File: config.mk
export PLATFORM = sky130hd
export DESIGN_NAME = cos_acc_sequencer_flat
export DESIGN_NICKNAME = d
export VERILOG_FILES = /design/src/rtl/cos_acc_pkg.sv /design/src/rtl/cos_acc_sequencer_if.sv /design/src/rtl/cos_acc_sequencer_tag_delay_line.sv /design/src/rtl/cos_acc_sequencer.sv /design/src/flat_wrapper.sv
export SDC_FILE = /design/constraint.sdc
export NUM_CORES = 1
export LEC_CHECK = 0
export ABC_CLOCK_PERIOD_IN_PS = 2410
export BUFFER_PORTS_ARGS = -buffer_cell sky130_fd_sc_hd__buf_2
export CORE_AREA = 2 2 109 111
export CTS_CLUSTER_DIAMETER = 60
export DETAILED_ROUTE_END_ITERATION = 8
export DIE_AREA = 0 0 111 113
export PLACE_DENSITY = 0.67
export RECOVER_POWER = 100
export SLEW_MARGIN = 20
export SYNTH_ARGS = -nofsm -noshare
export SYNTH_HDL_FRONTEND = slang
export SYNTH_SLANG_ARGS = --single-unit
export TNS_END_PERCENT = 20
File: constraint.sdc
create_clock -name clock -period 2.41 [get_ports clock]
set_clock_uncertainty 0.2 [all_clocks]
set_input_delay 0.1205 -clock clock [delete_from_list [all_inputs] [get_ports clock]]
set_output_delay 0.1205 -clock clock [all_outputs]
set_load 0.01 [all_outputs]
File: src/rtl/cos_acc_pkg.sv
// Shared types and constants for the cosine-accumulate sequencer.
package cos_acc_pkg;

  // Sequencer FSM states
  typedef enum logic [1:0] {
    ST_IDLE  = 2'd0,
    ST_FEED  = 2'd1,
    ST_DRAIN = 2'd2,
    ST_DONE  = 2'd3
  } seq_state_e;

  localparam logic [31:0] FP_ZERO = 32'h0000_0000;

  // Datapath latency split: cosine core followed by the FP accumulator
  localparam int INNER_LAT = 43;
  localparam int ACC_LAT   = 8;
  localparam int DEF_LAT   = INNER_LAT + ACC_LAT;

  localparam int DEF_CNT_W = 16;

endpackage

File: src/rtl/cos_acc_sequencer_if.sv
// Host command/sample handshake, datapath drive and result reporting.
interface cos_acc_sequencer_if
  import cos_acc_pkg::*;
#(
  parameter int CNT_W = DEF_CNT_W
);

  logic             cmd_valid;
  logic             cmd_ready;
  logic [CNT_W-1:0] cmd_len;
  logic             in_valid;
  logic             in_ready;
  logic [31:0]      in_data;
  logic             pipe_en;
  logic [31:0]      pipe_x;
  logic             pipe_n;
  logic [31:0]      pipe_r;
  logic [31:0]      result;
  logic             done;
  logic             busy;

  // Host side plus datapath model: drives commands, samples and accumulator output
  modport master (
    output cmd_valid, cmd_len, in_valid, in_data, pipe_r,
    input  cmd_ready, in_ready, pipe_en, pipe_x, pipe_n, result, done, busy
  );

  // Sequencer side
  modport slave (
    input  cmd_valid, cmd_len, in_valid, in_data, pipe_r,
    output cmd_ready, in_ready, pipe_en, pipe_x, pipe_n, result, done, busy
  );

endinterface

File: src/rtl/cos_acc_sequencer_tag_delay_line.sv
// Fixed-depth 1-bit delay line that only advances on enabled edges, so a
// tag stays aligned with its operand through a stall-capable pipeline.
module tag_delay_line #(
  parameter int DEPTH = 51
) (
  input  logic clock,
  input  logic clear,
  input  logic en,
  input  logic din,
  output logic dout
);

  logic [DEPTH-1:0] sr;

  // Shift in a new tag on each enabled edge; clear wins over enable
  always_ff @(posedge clock) begin
    if (clear) begin
      sr <= '0;
    end else if (en) begin
      sr <= DEPTH'({sr, din});
    end
  end

  assign dout = sr[DEPTH-1];

endmodule

File: src/rtl/cos_acc_sequencer.sv
// Job sequencer for the cosine-accumulate datapath: streams a counted job
// of FP32 samples, flags the restart sample, drains the pipeline and
// latches the final sum.
//
// state    | meaning
// ---------+-----------------------------------------------------------
// ST_IDLE  | waiting for a command; cmd_ready high
// ST_FEED  | accepting samples; datapath advances only when in_valid
// ST_DRAIN | pushing zeros until the last sample's tag emerges
// ST_DONE  | one-cycle done pulse, result holds the job sum
module cos_acc_sequencer
  import cos_acc_pkg::*;
#(
  parameter int LAT   = DEF_LAT,
  parameter int CNT_W = DEF_CNT_W
) (
  input logic               clock,
  input logic               reset,
  cos_acc_sequencer_if.slave bus
);

  seq_state_e       state_q, state_d;
  logic [CNT_W-1:0] remaining_q, remaining_d;
  logic             first_q, first_d;
  logic [31:0]      result_q, result_d;

  logic        cmd_ready;
  logic        in_ready;
  logic        pipe_en;
  logic [31:0] pipe_x;
  logic        pipe_n;
  logic        done;
  logic        tag_in;
  logic        tag_out;

  // State and job bookkeeping registers
  always_ff @(posedge clock) begin
    if (reset) begin
      state_q     <= ST_IDLE;
      remaining_q <= '0;
      first_q     <= 1'b0;
      result_q    <= FP_ZERO;
    end else begin
      state_q     <= state_d;
      remaining_q <= remaining_d;
      first_q     <= first_d;
      result_q    <= result_d;
    end
  end

  // Next-state, datapath drive and handshake outputs
  always_comb begin
    state_d     = state_q;
    remaining_d = remaining_q;
    first_d     = first_q;
    result_d    = result_q;
    cmd_ready   = 1'b0;
    in_ready    = 1'b0;
    pipe_en     = 1'b0;
    pipe_x      = FP_ZERO;
    pipe_n      = 1'b0;
    tag_in      = 1'b0;
    done        = 1'b0;

    case (state_q)
      ST_IDLE: begin
        cmd_ready = 1'b1;
        if (bus.cmd_valid) begin
          if (bus.cmd_len != '0) begin
            remaining_d = bus.cmd_len;
            first_d     = 1'b1;
            state_d     = ST_FEED;
          end else begin
            // An empty job reports a zero sum without touching the datapath
            result_d = FP_ZERO;
            state_d  = ST_DONE;
          end
        end
      end

      ST_FEED: begin
        in_ready = 1'b1;
        if (bus.in_valid) begin
          pipe_en     = 1'b1;
          pipe_x      = bus.in_data;
          pipe_n      = first_q;
          first_d     = 1'b0;
          remaining_d = remaining_q - CNT_W'(1);
          // Only the final sample is tagged; its arrival at the
          // accumulator output marks the complete sum
          tag_in      = (remaining_q == CNT_W'(1));
          if (remaining_q == CNT_W'(1)) begin
            state_d = ST_DRAIN;
          end
        end
      end

      ST_DRAIN: begin
        pipe_en = 1'b1;
        if (tag_out) begin
          result_d = bus.pipe_r;
          state_d  = ST_DONE;
        end
      end

      ST_DONE: begin
        done    = 1'b1;
        state_d = ST_IDLE;
      end

      default: begin
        state_d = ST_IDLE;
      end
    endcase
  end

  tag_delay_line #(
    .DEPTH (LAT)
  ) u_tag (
    .clock (clock),
    .clear (reset),
    .en    (pipe_en),
    .din   (tag_in),
    .dout  (tag_out)
  );

  assign bus.cmd_ready = cmd_ready;
  assign bus.in_ready  = in_ready;
  assign bus.pipe_en   = pipe_en;
  assign bus.pipe_x    = pipe_x;
  assign bus.pipe_n    = pipe_n;
  assign bus.result    = result_q;
  assign bus.done      = done;
  assign bus.busy      = (state_q != ST_IDLE);

endmodule

File: src/flat_wrapper.sv
// flat-port wrapper written by rule: the top's interface ports become plain ports
module cos_acc_sequencer_flat import cos_acc_pkg::*;
#(
  parameter int LAT   = DEF_LAT,
  parameter int CNT_W = DEF_CNT_W
)
  (clock, reset, bus_cmd_valid, bus_cmd_len, bus_in_valid, bus_in_data, bus_pipe_r, bus_cmd_ready, bus_in_ready, bus_pipe_en, bus_pipe_x, bus_pipe_n, bus_result, bus_done, bus_busy);
  cos_acc_sequencer_if #(.CNT_W(CNT_W)) bus_i ();
  input logic clock;
  input logic reset;
  input wire logic [$bits(bus_i.cmd_valid)-1:0] bus_cmd_valid;
  input wire logic [$bits(bus_i.cmd_len)-1:0] bus_cmd_len;
  input wire logic [$bits(bus_i.in_valid)-1:0] bus_in_valid;
  input wire logic [$bits(bus_i.in_data)-1:0] bus_in_data;
  input wire logic [$bits(bus_i.pipe_r)-1:0] bus_pipe_r;
  output wire logic [$bits(bus_i.cmd_ready)-1:0] bus_cmd_ready;
  output wire logic [$bits(bus_i.in_ready)-1:0] bus_in_ready;
  output wire logic [$bits(bus_i.pipe_en)-1:0] bus_pipe_en;
  output wire logic [$bits(bus_i.pipe_x)-1:0] bus_pipe_x;
  output wire logic [$bits(bus_i.pipe_n)-1:0] bus_pipe_n;
  output wire logic [$bits(bus_i.result)-1:0] bus_result;
  output wire logic [$bits(bus_i.done)-1:0] bus_done;
  output wire logic [$bits(bus_i.busy)-1:0] bus_busy;
  assign bus_i.cmd_valid = bus_cmd_valid;
  assign bus_i.cmd_len = bus_cmd_len;
  assign bus_i.in_valid = bus_in_valid;
  assign bus_i.in_data = bus_in_data;
  assign bus_i.pipe_r = bus_pipe_r;
  assign bus_cmd_ready = bus_i.cmd_ready;
  assign bus_in_ready = bus_i.in_ready;
  assign bus_pipe_en = bus_i.pipe_en;
  assign bus_pipe_x = bus_i.pipe_x;
  assign bus_pipe_n = bus_i.pipe_n;
  assign bus_result = bus_i.result;
  assign bus_done = bus_i.done;
  assign bus_busy = bus_i.busy;
  cos_acc_sequencer #(.LAT(LAT), .CNT_W(CNT_W)) u_core (.clock(clock), .reset(reset), .bus(bus_i));
endmodule
==> qor.csv, run 1 <==
stage,metric,value,unit
yosys,yosysSeqAreaShare,46.1,%
global_routing,grt.total_usage,20.5,%
yosys,yosys_most_used_dff,dfxtp_1,
final_layout,area.growth.synth_to_final,36.1,%
die,io_pins,154,
clock_network,cts_made_buffers,9,
timing,drv_slew,0,
timing,fin_crit_sh,96.2,%
yosys,synth_top_area_share,46.1,%
clock_network,h-tree-depth,3,
final_layout,fin_util,53.5,%
yosys,synth_area,4430,sq um
route,drt_iter0_drc,346,
yosys,synthMuxAreaShare,0,%
yosys,yosys.area.top_type,dfxtp_1,
global_routing,overflow,0,
die,start_util,39.3,%
run,drv_cap,0,
worst_setup_path,critPathLaunch,u_core.remaining_q[0]$_SDFFE_PP0P_,
worst_setup_path,critPathMaxStageDelay,0.44,ns
worst_setup_path,r2r-end,u_core.remaining_q[10]$_SDFFE_PP0P_,
outcome,status,"complete, no violations",
yosys,synth_fa_ha_area_share,1.69,%
timing,max_slew.worst_pin.slew,0.488,ns
die,rows,39,
worst_setup_path,cp.depth,7,
worst_setup_path,crit_slowest_cell,or4_1,
route,drt_pre_antenna_iters,5,
place,port_buffers,153,
yosys,ys_seq_elements,102,
yosys,synthXorXnorAreaFrac,0,%
worst_setup_path,setup.worst_path.start_class,flop,
clock_network,cts_tree,built,
worst_setup_path,r2r_slack,0.09,ns
place,postPlaceCellArea,5370,sq um
yosys,yosys.area_share.simple,22.6,%
die,core_area,11300,sq um
yosys,synth_top_family_by_area,compound AO/OA/AOI/OAI gates,
timing,final.setup.tns,0,ns
route,avgRoutedWirePerCell,15.4,microns
timing,worst_hold_slack,0.0236,ns
global_routing,antenna_found_initial,0,
die,dieArea,12500,sq um
worst_setup_path,reg2reg_from,u_core.remaining_q[0]$_SDFFE_PP0P_,
route,routed_wl,13300,microns
timing,slew_headroom,67.5,%
final_layout,finalNetCount,804,
yosys,synth-edff-count,0,
yosys,syn_avg_cell_area,8.49,sq um
final_layout,antenna_cells,0,
yosys,synthCells,522,
timing,setup-violations-final,0,
timing,rsz0062_at_grt,true,
worst_setup_path,path_cells,inv_1 -> ha_1 -> nor3b_1 -> nand2_1 -> or4_1 -> nor3b_1 -> a2111oi_0,
clock_network,clk_pin_slew,0.07,ns
clock_network,numClockSinks,102,
final_layout,drive_gt1_share,20.2,%
yosys,synth_cell_types,53,
worst_setup_path,reg2regPathDepth,7,
clock_network,clock_latency,0.34,ns
timing,post-route-min-period,2.32,ns
yosys,synth_compound_area_share,23.9,%
yosys,yosysWarnings,0,
worst_setup_path,required,2.43,ns
final_layout,fillers,1055,
yosys,async_flop_share,0,%
place,post-dp-hpwl,8770,microns
clock_network,cts_buffer_depth,2,
final_layout,multi_input_area,2170,sq um
die,fp.dieW,111,microns
worst_hold_path,min_path_type,input pin to flop,
power,ir_worst_vdd,0.592,mV
place,place_congestion,0.898,
yosys,synth_fp_nets,612,
final_layout,ff_latch_area,2040,sq um
final_layout,stdcell_area,6030,sq um
worst_setup_path,path_max_fanout,5,
global_routing,grt_pass1_vias,4476,
power,powerDensity,972,nW/um^2
global_routing,grt_pass1_wl,21300,microns
timing,final_hold_viol_count,0,
power,leakage,2.40,nW
route,ant_nets,0,
route,vias,4657,
clock_network,root_buffer,clkbuf_16,
worst_setup_path,crit_end,u_core.remaining_q[10]$_SDFFE_PP0P_,
worst_setup_path,cp_common_cell,nor3b_1,
worst_setup_path,critPathTopFamily,simple AND/OR/NAND/NOR gates,
worst_setup_path,criticalPathCategory,flop to flop,
timing,fmax,431,MHz
yosys,synth.area.top_cells,"dfxtp_1 46%, nand2_1 9.7%, a21oi_1 7.2%",
global_routing,grt_max_degree,52,
worst_setup_path,worst_setup_path_end_kind,flop,
die,die_h,113,microns
route,drc_errors,0,
worst_setup_path,arrival,2.34,ns
route,viasPerCell,5.41,
worst_setup_path,crit_buf_inv,1,
-- area by class of cell --
| type | count | share of cell area (%) |
|---|---|---|
| clock buffer | 9 | 3.74 |
| tap | 143 | 2.97 |
| multi-input combinational | 369 | 36.0 |
| inverter | 10 | 0.623 |
| timing repair buffer | 222 | 21.9 |
| sequential | 102 | 33.9 |
| clock inverter | 6 | 0.872 |
-- cells in the mapped netlist (all sizes together) (6+ instances only) --
| cell | n |
|---|---|
| nand2 | 114 |
| dfxtp | 102 |
| a21oi | 64 |
| and3 | 34 |
| a22o | 32 |
| clkbuf | 32 |
| nand3 | 15 |
| nor2 | 12 |
| o21ai | 11 |
| a31oi | 9 |
| buf | 9 |
| inv | 8 |
| o31ai | 8 |
| nor3 | 7 |
| ha | 6 |
-- per-stage QoR --
| step | setup slack, ns | power, mW | cells |
|---|---|---|---|
| final | 0.0918 | 5.86 | 861 |
| after global routing | -0.0311 | 6.21 | 861 |
| after CTS | 0.0319 | 5.81 | 857 |
| after detailed placement | 0.00145 | 4.38 | 801 |
| after global placement | 0.116 | 4.34 | 801 |
| after floorplan | 0.0164 | 3.49 | 522 |
-- how the worst min path moves through the flow --
stage | startpoint | end | slack (ns) | depth (start not counted)
2_1_floorplan | bus_pipe_r[0] | u_core.bus.result[0]$_SDFFE_PP0P_ | 0.05 | 1
3_3_place_gp | bus_pipe_r[11] | u_core.bus.result[11]$_SDFFE_PP0P_ | 0.14 | 2
3_5_place_dp | bus_pipe_r[11] | u_core.bus.result[11]$_SDFFE_PP0P_ | 0.14 | 2
4_1_cts | bus_cmd_len[11] | u_core.remaining_q[11]$_SDFFE_PP0P_ | 0.01 | 3
5_1_grt | bus_cmd_len[12] | u_core.remaining_q[12]$_SDFFE_PP0P_ | 0.03 | 3
6_report | bus_cmd_len[1] | u_core.remaining_q[1]$_SDFFE_PP0P_ | 0.02 | 3
-- cells by family (layout without fill, tap and decap cells) --
logic type / after synthesis / after routing
adders and majority gates: 6 / 6
DFF: 102 / 102
AOI/OAI and AO/OA: 157 / 157
and+or+nand+nor: 206 / 206
buffers and inverters: 51 / 247
-- state kept, by name (all words and copies together) (netlist names) --
| signal | flops |
|---|---|
| u_core.bus.result | 32 |
| u_core.first_q | 1 |
| u_core.remaining_q | 16 |
| u_core.state_q | 2 |
| u_core.u_tag.sr | 51 |
-- worst register-to-register path, stage by stage, from the launching register on --
cell,delay [ns]
dfxtp_1,0.36
inv_1,0.09
ha_1,0.18
nor3b_1,0.28
nand2_1,0.11
or4_1,0.44
nor3b_1,0.16
a2111oi_0,0.38
-- per-layer routing --
metal	vias to the layer above	part of all wire [%]	GRT usage (%)
li1	2267	-	-
met1	2160	43	25.8
met2	202	47	34.2
met3	28	7.4	5.25
met4	0	2.1	7.33
met5	-	0	0
-- timing repair --
item | 4_1_cts | 5_1_grt
buffers inserted | 0 | 4
resized for setup | 1 | 8
setup endpoints to repair | 1 | 44
endpoints found under the hold margin | 41 | 0
hold buffers | 41 | 0
pin swaps | 0 | 0
-- report_power, final --
group | total, mW | internal [mW] | switching, mW
clock | 1.37 | 0.711 | 0.658
sequential | 2.01 | 1.83 | 0.182
combinational | 2.48 | 0.931 | 1.55
total | 5.86 | 3.47 | 2.39
-- cells in the final DEF, fill, tap and decap left out, drive strengths merged, types with 6 or more instances in the layout --
cell type | netlist | routed
a31oi | 9 | 9
a22o | 32 | 32
nand2 | 114 | 114
dlygate4sd3 | 0 | 41
clkbuf | 32 | 79
and3 | 34 | 34
nor3 | 7 | 7
o31ai | 8 | 8
a21oi | 64 | 64
ha | 6 | 6
inv | 8 | 11
nor2 | 12 | 12
buf | 9 | 111
dfxtp | 102 | 102
nand3 | 15 | 15
o21ai | 11 | 11
No activity file was read; power rests on OpenSTA's default activity.
==> run 2: changes to the inputs <==
Settings changed: ABC_AREA set to 1, CORE_AREA 2 2 109 111 to 2 2 114 116, DIE_AREA 0 0 111 113 to 0 0 116 118.
==> run 2 against run 1 <==
Largest cell class unchanged; combinational power grew 7%; core utilization shrank 1.4 points; via count grew 8.4%; global-route usage shrank 2.4 points; routed wire length shrank 3.8%; total power grew 14%.
==> qor.csv, run 2 <==
stage,metric,value,unit,change
outcome,status,"complete, no violations",,unchanged
power,power.net_switching,2.68,mW,was 2.39 mW
power,p_int,4.00,mW,was 3.47 mW
die,rows,41,,was 39
final_layout,largest_register,u_core.u_tag.sr,,unchanged
place,place_congestion,0.856,,was 0.898
clock_network,cts_tree,built,,unchanged
place,dp_slack,0.0948,ns,was 0.00145 ns
route,drt_iter0_drc,307,,was 346
clock_network,numClockSinks,102,,unchanged
route,routed_wl,12800,microns,was 13300 microns
final_layout,drive_gt1_share,13.3,%,was 20.2%
die,start_util,39.3,%,about the same
worst_setup_path,path_max_fanout,52,,was 5
yosys,yosys_most_used_dff,dfxtp_1,,unchanged
timing,max_slew.worst_pin.slew,0.816,ns,was 0.488 ns
global_routing,grt_max_degree,94,,was 52
timing,fin_ws,0.215,ns,was 0.0918 ns
place,post-dp-hpwl,8270,microns,was 8770 microns
timing,setup-violations-final,0,,unchanged
global_routing,top_usage_layer,met2,,unchanged
worst_setup_path,arrival,1.87,ns,was 2.34 ns
clock_network,h-tree-depth,3,,unchanged
yosys,yosysMostFrequentCell,nor2_1,,was nand2_1
final_layout,antenna_cells,0,,unchanged
die,die_h,118,microns,was 113 microns
route,drc_errors,0,,unchanged
final_layout,largest_register_ffs,51,,unchanged
die,io_pins,154,,unchanged
clock_network,clk_pin_slew,0.06,ns,was 0.07 ns
run,drv_cap,0,,unchanged
final_layout,finalNetCount,1032,,was 804
global_routing,overflow,0,,unchanged
route,vias,5049,,was 4657
final_layout,fin_util,52.1,%,was 53.5%
global_routing,grtUsageMet2,30.2,%,was 34.2%
yosys,synth_area,4880,sq um,was 4430 sq um
yosys,syn_avg_cell_area,6.41,sq um,was 8.49 sq um
global_routing,grt_pass1_wl,20200,microns,was 21300 microns
worst_hold_path,min_path_type,input pin to flop,,unchanged
global_routing,grt.met3_usage,3.55,%,was 5.25%
yosys,synth-edff-count,0,,unchanged
timing,fin_crit_sh,91.1,%,was 96.2%
yosys,ys_seq_elements,102,,unchanged
timing,post-route-min-period,2.20,ns,was 2.32 ns
worst_setup_path,reg2regPathDepth,10,,was 7
route,ant_nets,0,,unchanged
yosys,synthCells,761,,was 522
die,dieArea,13700,sq um,was 12500 sq um
yosys,yosys.area.top_type,dfxtp_1,,unchanged
worst_setup_path,r2r_slack,0.26,ns,was 0.09 ns
global_routing,grt_use_met1,23.0,%,was 25.8%
timing,final.setup.tns,0,ns,unchanged
worst_setup_path,worst_setup_path_end_kind,output pin,,was flop
global_routing,grt.total_usage,18.1,%,was 20.5%
route,viasPerCell,4.51,,was 5.41
power,swShare,40.1,%,was 40.7%
power,finalPower,6.67,mW,was 5.86 mW
power,power_frac_seq,37.1,%,was 34.3%
timing,drv_slew,0,,unchanged
final_layout,fillers,1294,,was 1055
timing,slew_headroom,45.5,%,was 67.5%
clock_network,clock_latency,0.35,ns,was 0.34 ns
yosys,yosysWarnings,0,,unchanged
worst_setup_path,setup.worst_path.start_class,flop,,unchanged
final_layout,layout_common_cells,"235 x nor2_1, 126 x nand2_1, 102 x dfxtp_1, 97 x inv_1, 88 x buf_2",,"was 113 x nand2_1, 102 x dfxtp_1, 86 x buf_2, 67 x clkbuf_1, 64 x a21oi_1"
yosys,synth.area.top_cells,"dfxtp_1 42%, nor2_1 18%, nand2_1 9.6%",,"was dfxtp_1 46%, nand2_1 9.7%, a21oi_1 7.2%"
global_routing,antenna_found_initial,0,,unchanged
power,powerDensity,1030,nW/um^2,was 972 nW/um^2
final_layout,area.growth.synth_to_final,32.5,%,was 36.1%
clock_network,cts_made_buffers,9,,unchanged
timing,fmax,456,MHz,was 431 MHz
yosys,yosysSeqAreaShare,41.9,%,was 46.1%
power,ir_worst_vdd,0.374,mV,was 0.592 mV
place,port_buffers,153,,unchanged
place,placed_cells,1055,,was 801
yosys,synth_top_area_share,41.9,%,was 46.1%
power,clock_power_share,23.0,%,was 23.4%
power,leakage,3.37,nW,was 2.40 nW
final_layout,stdcell_count,1119,,was 861
yosys,synth_common_cells,"235 x nor2_1, 125 x nand2_1, 102 x dfxtp_1, 97 x inv_1, 62 x o21ai_0",,"was 114 x nand2_1, 102 x dfxtp_1, 64 x a21oi_1, 34 x and3_1, 32 x a22o_1"
power,combPwrFrac,39.9,%,was 42.3%
die,core_area,12400,sq um,was 11300 sq um
route,avgRoutedWirePerCell,11.4,microns,was 15.4 microns
die,fp.dieW,116,microns,was 111 microns
worst_setup_path,criticalPathCategory,flop to output pin,,was flop to flop
clock_network,root_buffer,clkbuf_16,,unchanged
worst_hold_path,hold_depth,5,,was 3
timing,final_hold_viol_count,0,,unchanged
clock_network,cts_buffer_depth,2,,unchanged
final_layout,multi_input_area,2260,sq um,was 2170 sq um
worst_setup_path,required,2.09,ns,was 2.43 ns
final_layout,layout_commonest_cell,nor2_1,,was nand2_1
yosys,async_flop_share,0,%,unchanged
yosys,synth_cell_types,30,,was 53
yosys,synth_fp_nets,851,,was 612
route,drt_pre_antenna_iters,4,,was 5
timing,rsz0062_at_grt,false,,was true
final_layout,ff_latch_area,2040,sq um,unchanged
global_routing,grt_pass1_vias,4346,,was 4476
==> run 2: cell count changes after synthesis, moves of 8 or more <==
cell | previous run | this run
nor2_1 | 12 | 235
inv_1 | 8 | 97
o21ai_0 | 10 | 62
a21oi_1 | 64 | 19
and3_1 | 34 | 0
a22o_1 | 32 | 0
o21ai_1 | 1 | 31
nand2_1 | 114 | 125
a31oi_1 | 9 | 0
o31ai_1 | 8 | 0
==> run 2: critical path: stages (launching register included) <==
cell,delay (ns)
dfxtp_1,0.36
inv_1,0.09
ha_1,0.28
inv_1,0.07
a21oi_4,0.13
buf_4,0.39
clkbuf_1,0.20
==> run 2: layout make-up <==
| type | instances | area share [%] |
|---|---|---|
| Multi-Input combinational cell | 518 | 35.0 |
| Sequential cell | 102 | 31.6 |
| Timing Repair Buffer | 209 | 19.2 |
| Inverter | 102 | 6.00 |
| Clock buffer | 11 | 3.91 |
| Tap cell | 172 | 3.33 |
| Clock inverter | 5 | 0.987 |
==> run 2: final timing paths <==
kind                                  startpoint                                  end
setup / recovery  u_core.state_q[0]$_SDFFE_PP0P_                          bus_pipe_en
setup reg to reg  u_core.state_q[0]$_SDFFE_PP0P_  u_core.remaining_q[15]$_SDFFE_PP0P_
hold reg to reg      u_core.first_q$_SDFFE_PP0P_          u_core.first_q$_SDFFE_PP0P_
hold / removal                   bus_cmd_len[15]  u_core.remaining_q[15]$_SDFFE_PP0P_
==> run 2: through the flow <==
step	area, sq um	hold WS [ns]
6_report	6460	0.0319
5_1_grt	6460	0.0521
4_1_cts	6550	0.00923
3_5_place_dp	5760	0.249
3_3_place_gp	5760	0.237
2_1_floorplan	4880	0.128
==> run 2: cell families (layout without fill, tap and decap cells) <==
| logic type | count (synthesis) | in the layout | share of synthesized area [%] |
|---|---|---|---|
| and+or+nand+nor | 394 | 394 | 32.1 |
| buffers and inverters | 141 | 327 | 11.8 |
| DFF | 102 | 102 | 41.9 |
| xor gates and xnor gates | 2 | 2 | 0.359 |
| AOI/OAI and AO/OA | 116 | 116 | 12.3 |
| adders and majority gates | 6 | 6 | 1.54 |
==> run 2: repair_timing <==
item | 4_1_cts | 5_1_grt
resized for setup | 0 | 1
endpoints found under the setup margin | 0 | 10
buffers inserted | 0 | 0
hold buffers | 48 | 0
hold endpoints to repair | 49 | 0
==> run 2: routing by layer <==
metal,up-vias,wire (microns),part of all wire (%)
li1,2669,-,-
met1,2214,5830,46
met2,145,5920,46
met5,-,0,0
met3,21,748,5.9
met4,0,263,2.1
==> run 2: power by group through the flow <==
stage,clock network (mW),registers [mW],logic [mW]
finish,1.54,2.48,2.66
global route,1.64,2.55,3.07
CTS,1.57,2.47,2.72
detailed placement,0,2.50,2.65
global placement,0,2.49,2.64
floorplan,0,2.48,1.97
